## config.mk

```make
export PLATFORM = sky130hd
export DESIGN_NAME = idli_sqi_seq_m
export DESIGN_NICKNAME = d
export VERILOG_FILES = /design/src/rtl/idli_pkg.sv /design/src/rtl/idli_sqi_seq_m.sv
export SDC_FILE = /design/constraint.sdc
export NUM_CORES = 1
export LEC_CHECK = 0
export CORE_MARGIN = 2
export CORE_UTILIZATION = 46
export DETAILED_ROUTE_END_ITERATION = 10
export GPL_TIMING_DRIVEN = 0
export PLACE_DENSITY = 0.79
export RECOVER_POWER = 25
export SYNTH_ARGS = -nofsm -noshare
export SYNTH_HDL_FRONTEND = slang
export SYNTH_SLANG_ARGS = --single-unit
```

## constraint.sdc

```tcl
create_clock -name i_sqi_gck -period 2.3 [get_ports i_sqi_gck]
set_clock_uncertainty 0.15 [all_clocks]
set_input_delay 0.69 -clock i_sqi_gck [delete_from_list [all_inputs] [get_ports i_sqi_gck]]
set_output_delay 0.69 -clock i_sqi_gck [all_outputs]
set_load 0.05 [all_outputs]
```

## src/rtl/idli_pkg.sv

```systemverilog
// ============================================================================
// idli_pkg : shared types and SQI command constants for the idli core
// Rev 1.0  : initial release
// ============================================================================
`default_nettype none

package idli_pkg;

  typedef logic [3:0]  slice_t;
  typedef logic [15:0] data_t;
  typedef logic [23:0] sqi_addr_t;

  typedef enum logic [2:0] {
    SEQ_IDLE  = 3'd0,
    SEQ_GAP   = 3'd1,
    SEQ_CMD   = 3'd2,
    SEQ_ADDR  = 3'd3,
    SEQ_DUMMY = 3'd4,
    SEQ_DATA  = 3'd5
  } seq_state_t;

  localparam logic [7:0] SQI_CMD_READ  = 8'h03;
  localparam logic [7:0] SQI_CMD_WRITE = 8'h02;

endpackage

`default_nettype wire

```

## src/rtl/idli_sqi_seq_m.sv

```systemverilog
// ============================================================================
// idli_sqi_seq_m : per-memory SQI sequencer (CS/CMD/ADDR/DUMMY, then streaming)
// Rev 1.0        : initial release
// ============================================================================
`default_nettype none

module idli_sqi_seq_m
  import idli_pkg::*;
#(
  parameter int DUMMY_CYC = 2,
  parameter int ADDR_NIB  = 6
) (
  input  logic       i_sqi_gck,
  input  logic       i_sqi_rst_n,
  input  logic       i_seq_redirect,
  input  logic       i_seq_wr,
  input  logic [15:0] i_seq_addr,
  input  logic       i_seq_hold,
  input  logic [3:0] i_seq_slice,
  output logic [3:0] o_seq_slice,
  output logic       o_seq_slice_vld,
  output logic       o_seq_wr_rdy,
  output logic       o_seq_cs,
  output logic       o_seq_sck_en,
  output logic [3:0] o_seq_sio,
  output logic       o_seq_sio_oe,
  input  logic [3:0] i_seq_sio
);

  localparam logic [2:0] ADDR_LAST  = 3'(ADDR_NIB - 1);
  localparam logic [2:0] DUMMY_LAST = 3'(DUMMY_CYC - 1);

  seq_state_t state_q, state_d;
  logic [2:0] cnt_q, cnt_d;
  logic       wr_q;
  sqi_addr_t  addr_q;

  logic [7:0] cmd;
  logic [2:0] nib_sel;
  logic [3:0] addr_nib;

  assign cmd      = wr_q ? SQI_CMD_WRITE : SQI_CMD_READ;
  assign nib_sel  = ADDR_LAST - cnt_q;
  assign addr_nib = addr_q[{nib_sel, 2'b00} +: 4];

  // Read data is a straight passthrough; o_seq_slice_vld qualifies it.
  assign o_seq_slice = i_seq_sio;

  always_ff @(posedge i_sqi_gck or negedge i_sqi_rst_n) begin
    if (!i_sqi_rst_n) begin
      state_q <= SEQ_IDLE;
      cnt_q   <= 3'd0;
      wr_q    <= 1'b0;
      addr_q  <= '0;
    end else begin
      state_q <= state_d;
      cnt_q   <= cnt_d;
      if (i_seq_redirect) begin
        wr_q   <= i_seq_wr;
        addr_q <= {8'h00, i_seq_addr};
      end
    end
  end

  always_comb begin
    state_d         = state_q;
    cnt_d           = cnt_q;
    o_seq_cs        = 1'b0;
    o_seq_sck_en    = 1'b0;
    o_seq_sio       = 4'h0;
    o_seq_sio_oe    = 1'b0;
    o_seq_slice_vld = 1'b0;
    o_seq_wr_rdy    = 1'b0;

    unique case (state_q)
      SEQ_IDLE: begin
        o_seq_cs = 1'b1;
      end
      SEQ_GAP: begin
        o_seq_cs = 1'b1;
        state_d  = SEQ_CMD;
        cnt_d    = 3'd0;
      end
      SEQ_CMD: begin
        o_seq_sck_en = 1'b1;
        o_seq_sio_oe = 1'b1;
        o_seq_sio    = cnt_q[0] ? cmd[3:0] : cmd[7:4];
        if (cnt_q == 3'd1) begin
          state_d = SEQ_ADDR;
          cnt_d   = 3'd0;
        end else begin
          cnt_d = cnt_q + 3'd1;
        end
      end
      SEQ_ADDR: begin
        o_seq_sck_en = 1'b1;
        o_seq_sio_oe = 1'b1;
        o_seq_sio    = addr_nib;
        if (cnt_q == ADDR_LAST) begin
          state_d = wr_q ? SEQ_DATA : SEQ_DUMMY;
          cnt_d   = 3'd0;
        end else begin
          cnt_d = cnt_q + 3'd1;
        end
      end
      SEQ_DUMMY: begin
        o_seq_sck_en = 1'b1;
        if (cnt_q == DUMMY_LAST) begin
          state_d = SEQ_DATA;
          cnt_d   = 3'd0;
        end else begin
          cnt_d = cnt_q + 3'd1;
        end
      end
      SEQ_DATA: begin
        // Memory auto-increments, so hold simply withholds the SCK pulse.
        o_seq_sck_en = !i_seq_hold;
        if (wr_q) begin
          o_seq_sio_oe = 1'b1;
          o_seq_sio    = i_seq_slice;
          o_seq_wr_rdy = !i_seq_hold;
        end else begin
          o_seq_slice_vld = !i_seq_hold;
        end
      end
      default: begin
        state_d = SEQ_IDLE;
        cnt_d   = 3'd0;
      end
    endcase

    // A live transaction needs one CS-high cycle before the new command.
    if (i_seq_redirect) begin
      state_d = (state_q == SEQ_IDLE) ? SEQ_CMD : SEQ_GAP;
      cnt_d   = 3'd0;
    end
  end

endmodule

`default_nettype wire

```

==> impl_metrics.prom <==
# TYPE chip_impl_metric gauge
chip_impl_metric{name="post_route_cells_drive_above_1_share",unit=""} 0.4863
chip_impl_info{name="violations",value="setup timing"} 1
chip_impl_metric{name="core_area",unit="um^2"} 2781
chip_impl_metric{name="maximum_number_of_pins_on_one_net_before_global_route_repair",unit=""} 24
chip_impl_metric{name="gp_routability_congestion",unit=""} 0.8302
chip_impl_metric{name="ys_types",unit=""} 41
chip_impl_metric{name="drt_pass1_iterations",unit=""} 4
chip_impl_metric{name="grt.total_usage",unit=""} 0.2160
chip_impl_metric{name="tightestPinTransition",unit="ns"} 1.015
chip_impl_info{name="critical_path.reg2reg.endpoint",value="cnt_q[0]$_DFFE_PN0P_"} 1
chip_impl_metric{name="syn_nets",unit=""} 153
chip_impl_metric{name="ys_ff_latch",unit=""} 23
chip_impl_metric{name="finalPower",unit="mW"} 1.691
chip_impl_metric{name="clock_insertion_delay_worst_skew",unit="ns"} 0.32
chip_impl_metric{name="grt_first_pass_wirelength",unit="mm"} 5.533
chip_impl_metric{name="remaining_global_route_overflow",unit=""} 0
chip_impl_metric{name="synth-edff-count",unit=""} 0
chip_impl_metric{name="global_route.usage.met3",unit=""} 0.02857
chip_impl_metric{name="antenna_found_initial",unit=""} 0
chip_impl_metric{name="post-route-min-period",unit="ns"} 2.639
chip_impl_metric{name="syn_area_per_cell",unit="um^2"} 11.29
chip_impl_metric{name="netlist_area",unit="um^2"} 1366
chip_impl_metric{name="report.final.hold_viol_count",unit=""} 0
chip_impl_metric{name="syn2layout_area_growth",unit="%"} 53.85
chip_impl_info{name="synth.largest_area_cell",value="sky130_fd_sc_hd__dfrtp_1"} 1
chip_impl_metric{name="drcViolationCount",unit=""} 0
chip_impl_metric{name="h_tree_depth",unit=""} 1
chip_impl_info{name="synth.top_cells.by_area",value="sky130_fd_sc_hd__dfrtp_1, sky130_fd_sc_hd__mux2_2, sky130_fd_sc_hd__mux4_1"} 1
chip_impl_metric{name="drv.max_cap_violation_count",unit=""} 0
chip_impl_metric{name="antenna-diode-count",unit=""} 0
chip_impl_metric{name="drt-initial-drc-count",unit=""} 18
chip_impl_info{name="critPathCaptureType",value="primary output"} 1
chip_impl_metric{name="wp_data_arrival",unit="ns"} 1.80
chip_impl_info{name="r2r_start",value="cnt_q[1]$_DFFE_PN0P_"} 1
chip_impl_info{name="netlist_top_cells_count",value="sky130_fd_sc_hd__dfrtp_1, sky130_fd_sc_hd__mux2_2, sky130_fd_sc_hd__nand2_1"} 1
chip_impl_info{name="worst-setup-path-type",value="flop to primary output"} 1
chip_impl_info{name="hold_path_end",value="addr_q[8]$_DFFE_PN0P_"} 1
chip_impl_info{name="library_cell_used_as_clock_root_buffer",value="sky130_fd_sc_hd__clkbuf_4"} 1
chip_impl_info{name="min_from",value="addr_q[8]$_DFFE_PN0P_"} 1
chip_impl_metric{name="cts-buffers-inserted",unit=""} 3
chip_impl_metric{name="reg2reg_depth",unit=""} 7
chip_impl_info{name="yosys.cell_count.top_type",value="sky130_fd_sc_hd__dfrtp_1"} 1
chip_impl_metric{name="syn_inst",unit=""} 121
chip_impl_info{name="critical_path.startpoint_type",value="flop"} 1
chip_impl_metric{name="cts.reportedPaths.clkPinSlew",unit="ns"} 0.13
chip_impl_metric{name="synth-warning-count",unit=""} 0
chip_impl_metric{name="worst_ep_required_time",unit="ns"} 1.46
chip_impl_info{name="grt_most_used_layer",value="met2"} 1
chip_impl_metric{name="hold_worst_slack",unit="ns"} 0.3709
chip_impl_metric{name="irDropWorstVdd",unit="mV"} 0.7357
chip_impl_metric{name="route.antenna.remaining_nets",unit=""} 0
chip_impl_metric{name="fmax",unit="MHz"} 378.9
chip_impl_metric{name="floorplan.io_pins",unit=""} 42
chip_impl_metric{name="post_route_non_filler_standard_cell_count",unit=""} 214
chip_impl_metric{name="total_count_of_max_transition_violations_in_the_final_report",unit=""} 0
chip_impl_metric{name="effective_utilization_at_floorplan",unit=""} 0.4912
chip_impl_metric{name="die_h",unit="um"} 58.50
chip_impl_metric{name="die_w",unit="um"} 58.50
chip_impl_info{name="cts_tree",value="yes"} 1
chip_impl_info{name="synth_flop_cell",value="sky130_fd_sc_hd__dfrtp_1"} 1
chip_impl_metric{name="finalWirelength",unit="mm"} 3.447
chip_impl_metric{name="rrSetupSlack",unit="ns"} 0.45
chip_impl_metric{name="async_flop_share",unit=""} 1.000
chip_impl_metric{name="clock_sink_count",unit=""} 23
chip_impl_metric{name="groute.layer.met2.usage",unit=""} 0.3676
chip_impl_metric{name="avgRoutedWirePerCell",unit="um"} 16.11
chip_impl_metric{name="place.detailed.hpwl",unit="mm"} 2.294
chip_impl_metric{name="postLayoutSetupSlackWorst",unit="ns"} -0.3393
chip_impl_metric{name="cts.hold.buffers_added",unit=""} 0
chip_impl_metric{name="placed_cells",unit=""} 188
chip_impl_metric{name="groute.layer.met1.usage",unit=""} 0.2645
chip_impl_info{name="outcome",value="complete, but fails checks"} 1
chip_impl_metric{name="cell_area_power_density",unit="nW/um^2"} 804.6
chip_impl_metric{name="rows",unit=""} 19
chip_impl_metric{name="detailroute.via_count",unit=""} 1158
chip_impl_metric{name="final-setup-viol-count",unit=""} 8
chip_impl_metric{name="hold-path-cell-count",unit=""} 1
chip_impl_metric{name="cts-root-to-sink-buffers",unit=""} 2
chip_impl_metric{name="die_area",unit="um^2"} 3422
chip_impl_metric{name="yosys_top_cell_area_share",unit=""} 0.4212
chip_impl_metric{name="slew-limit-headroom",unit=""} 0.3213
chip_impl_info{name="worstHoldPathType",value="flop to flop"} 1
chip_impl_metric{name="via_count_of_the_first_global_routing_pass",unit=""} 1216
chip_impl_metric{name="final_worst_path_period_share",unit=""} 1.148
chip_impl_metric{name="port_buffers",unit=""} 36
chip_impl_metric{name="synth_sequential_area_ratio",unit=""} 0.4212
chip_impl_metric{name="place_worst_setup_slack",unit="ns"} -0.8745
chip_impl_metric{name="total_leakage_power",unit="nW"} 0.9075
chip_impl_metric{name="worstPathMaxFanout",unit=""} 7
chip_impl_metric{name="nNetsFinal",unit=""} 216
chip_impl_info{name="rsz0062_at_grt",value="true"} 1
chip_impl_metric{name="vias_per_cell",unit=""} 5.411
[worst max-delay path, stage by stage (launching register included)]
cell and delay (ns):
sky130_fd_sc_hd__dfrtp_2 0.45, sky130_fd_sc_hd__and2b_4 0.31, sky130_fd_sc_hd__nand3b_1 0.18, sky130_fd_sc_hd__buf_4 0.19, sky130_fd_sc_hd__o221ai_4 0.16, sky130_fd_sc_hd__buf_6 0.18
[placed cells by master (no fill, tap or decap), types with 4 or more instances in the layout]
master | synthesis | layout
sky130_fd_sc_hd__inv_2 | 1 | 4
sky130_fd_sc_hd__clkdlybuf4s50_1 | 0 | 20
sky130_fd_sc_hd__mux2_2 | 17 | 17
sky130_fd_sc_hd__nor2_1 | 6 | 6
sky130_fd_sc_hd__nand2_1 | 11 | 10
sky130_fd_sc_hd__dfrtp_1 | 23 | 20
sky130_fd_sc_hd__a21oi_1 | 4 | 4
sky130_fd_sc_hd__dlygate4sd2_1 | 0 | 5
sky130_fd_sc_hd__buf_4 | 5 | 22
sky130_fd_sc_hd__buf_6 | 2 | 14
[flip-flops by register name, indices dropped and copies added, names as in the netlist]
name     cells
addr_q      16
cnt_q        3
state_q      3
wr_q         1
[through the flow]
step,util,TNS (ns),area [um^2]
after floorplan,-,-0.2583,1433
after global placement,0.6586,-6.347,1832
after detailed placement,0.6586,-6.565,1832
after CTS,0.7175,-1.125,1996
after global routing,0.7557,-2.306,2102
final,0.7557,-1.614,2102
[cells by family (layout without fill, tap and decap cells)]
| logic type | after synthesis | after routing | synth area share |
|---|---|---|---|
| DFF | 23 | 23 | 0.4212 |
| and+or+nand+nor | 34 | 34 | 0.1392 |
| muxes | 21 | 21 | 0.2143 |
| buffers and inverters | 17 | 79 | 0.07509 |
| AOI/OAI and AO/OA | 20 | 20 | 0.1035 |
| adders and majority gates | 3 | 3 | 0.02748 |
| xor gates and xnor gates | 3 | 3 | 0.01923 |
[report_power, final]
group          switching (mW)  internal [mW]  leakage (nW)
registers              0.0423          0.464         0.273
clock network           0.125         0.0652        0.0177
logic                   0.521          0.474         0.617
total                   0.689           1.00         0.907
[per-layer routing]
metal	up-vias	wire, um
li1	550	-
met4	0	91
met3	9	158
met5	-	0
met2	39	1783
met1	560	1415
[layout make-up]
| class | instances | area (um^2) |
|---|---|---|
| Buffer | 10 | 75.07 |
| Clock buffer | 3 | 22.52 |
| Clock inverter | 1 | 5.005 |
| Fill cell | 191 | 679.4 |
| Inverter | 6 | 22.52 |
| Multi-Input combinational cell | 81 | 800.8 |
| Sequential cell | 23 | 579.3 |
| Tap cell | 31 | 38.79 |
| Timing Repair Buffer | 59 | 558.0 |
[worst max-delay path by stage]
stage / startpoint / to / slack (ns) / cells past startpoint
after detailed placement: cnt_q[1]$_DFFE_PN0P_ / o_seq_sio[1] / -0.87 / 6
after CTS: cnt_q[2]$_DFFE_PN0P_ / o_seq_sio[0] / -0.31 / 5
after global placement: cnt_q[1]$_DFFE_PN0P_ / o_seq_sio[1] / -0.85 / 6
after global routing: cnt_q[1]$_DFFE_PN0P_ / o_seq_sio[0] / -0.45 / 6
final: state_q[2]$_DFFE_PN0P_ / o_seq_sio[0] / -0.34 / 5
after floorplan: state_q[0]$_DFFE_PN0P_ / o_seq_wr_rdy / -0.17 / 3
[repair_timing]
item	CTS	global route
endpoints found under the setup margin	13	9
resized for setup	78	13
buffers inserted	15	8
pin swaps	6	5
(Power assumes the default switching activity.)
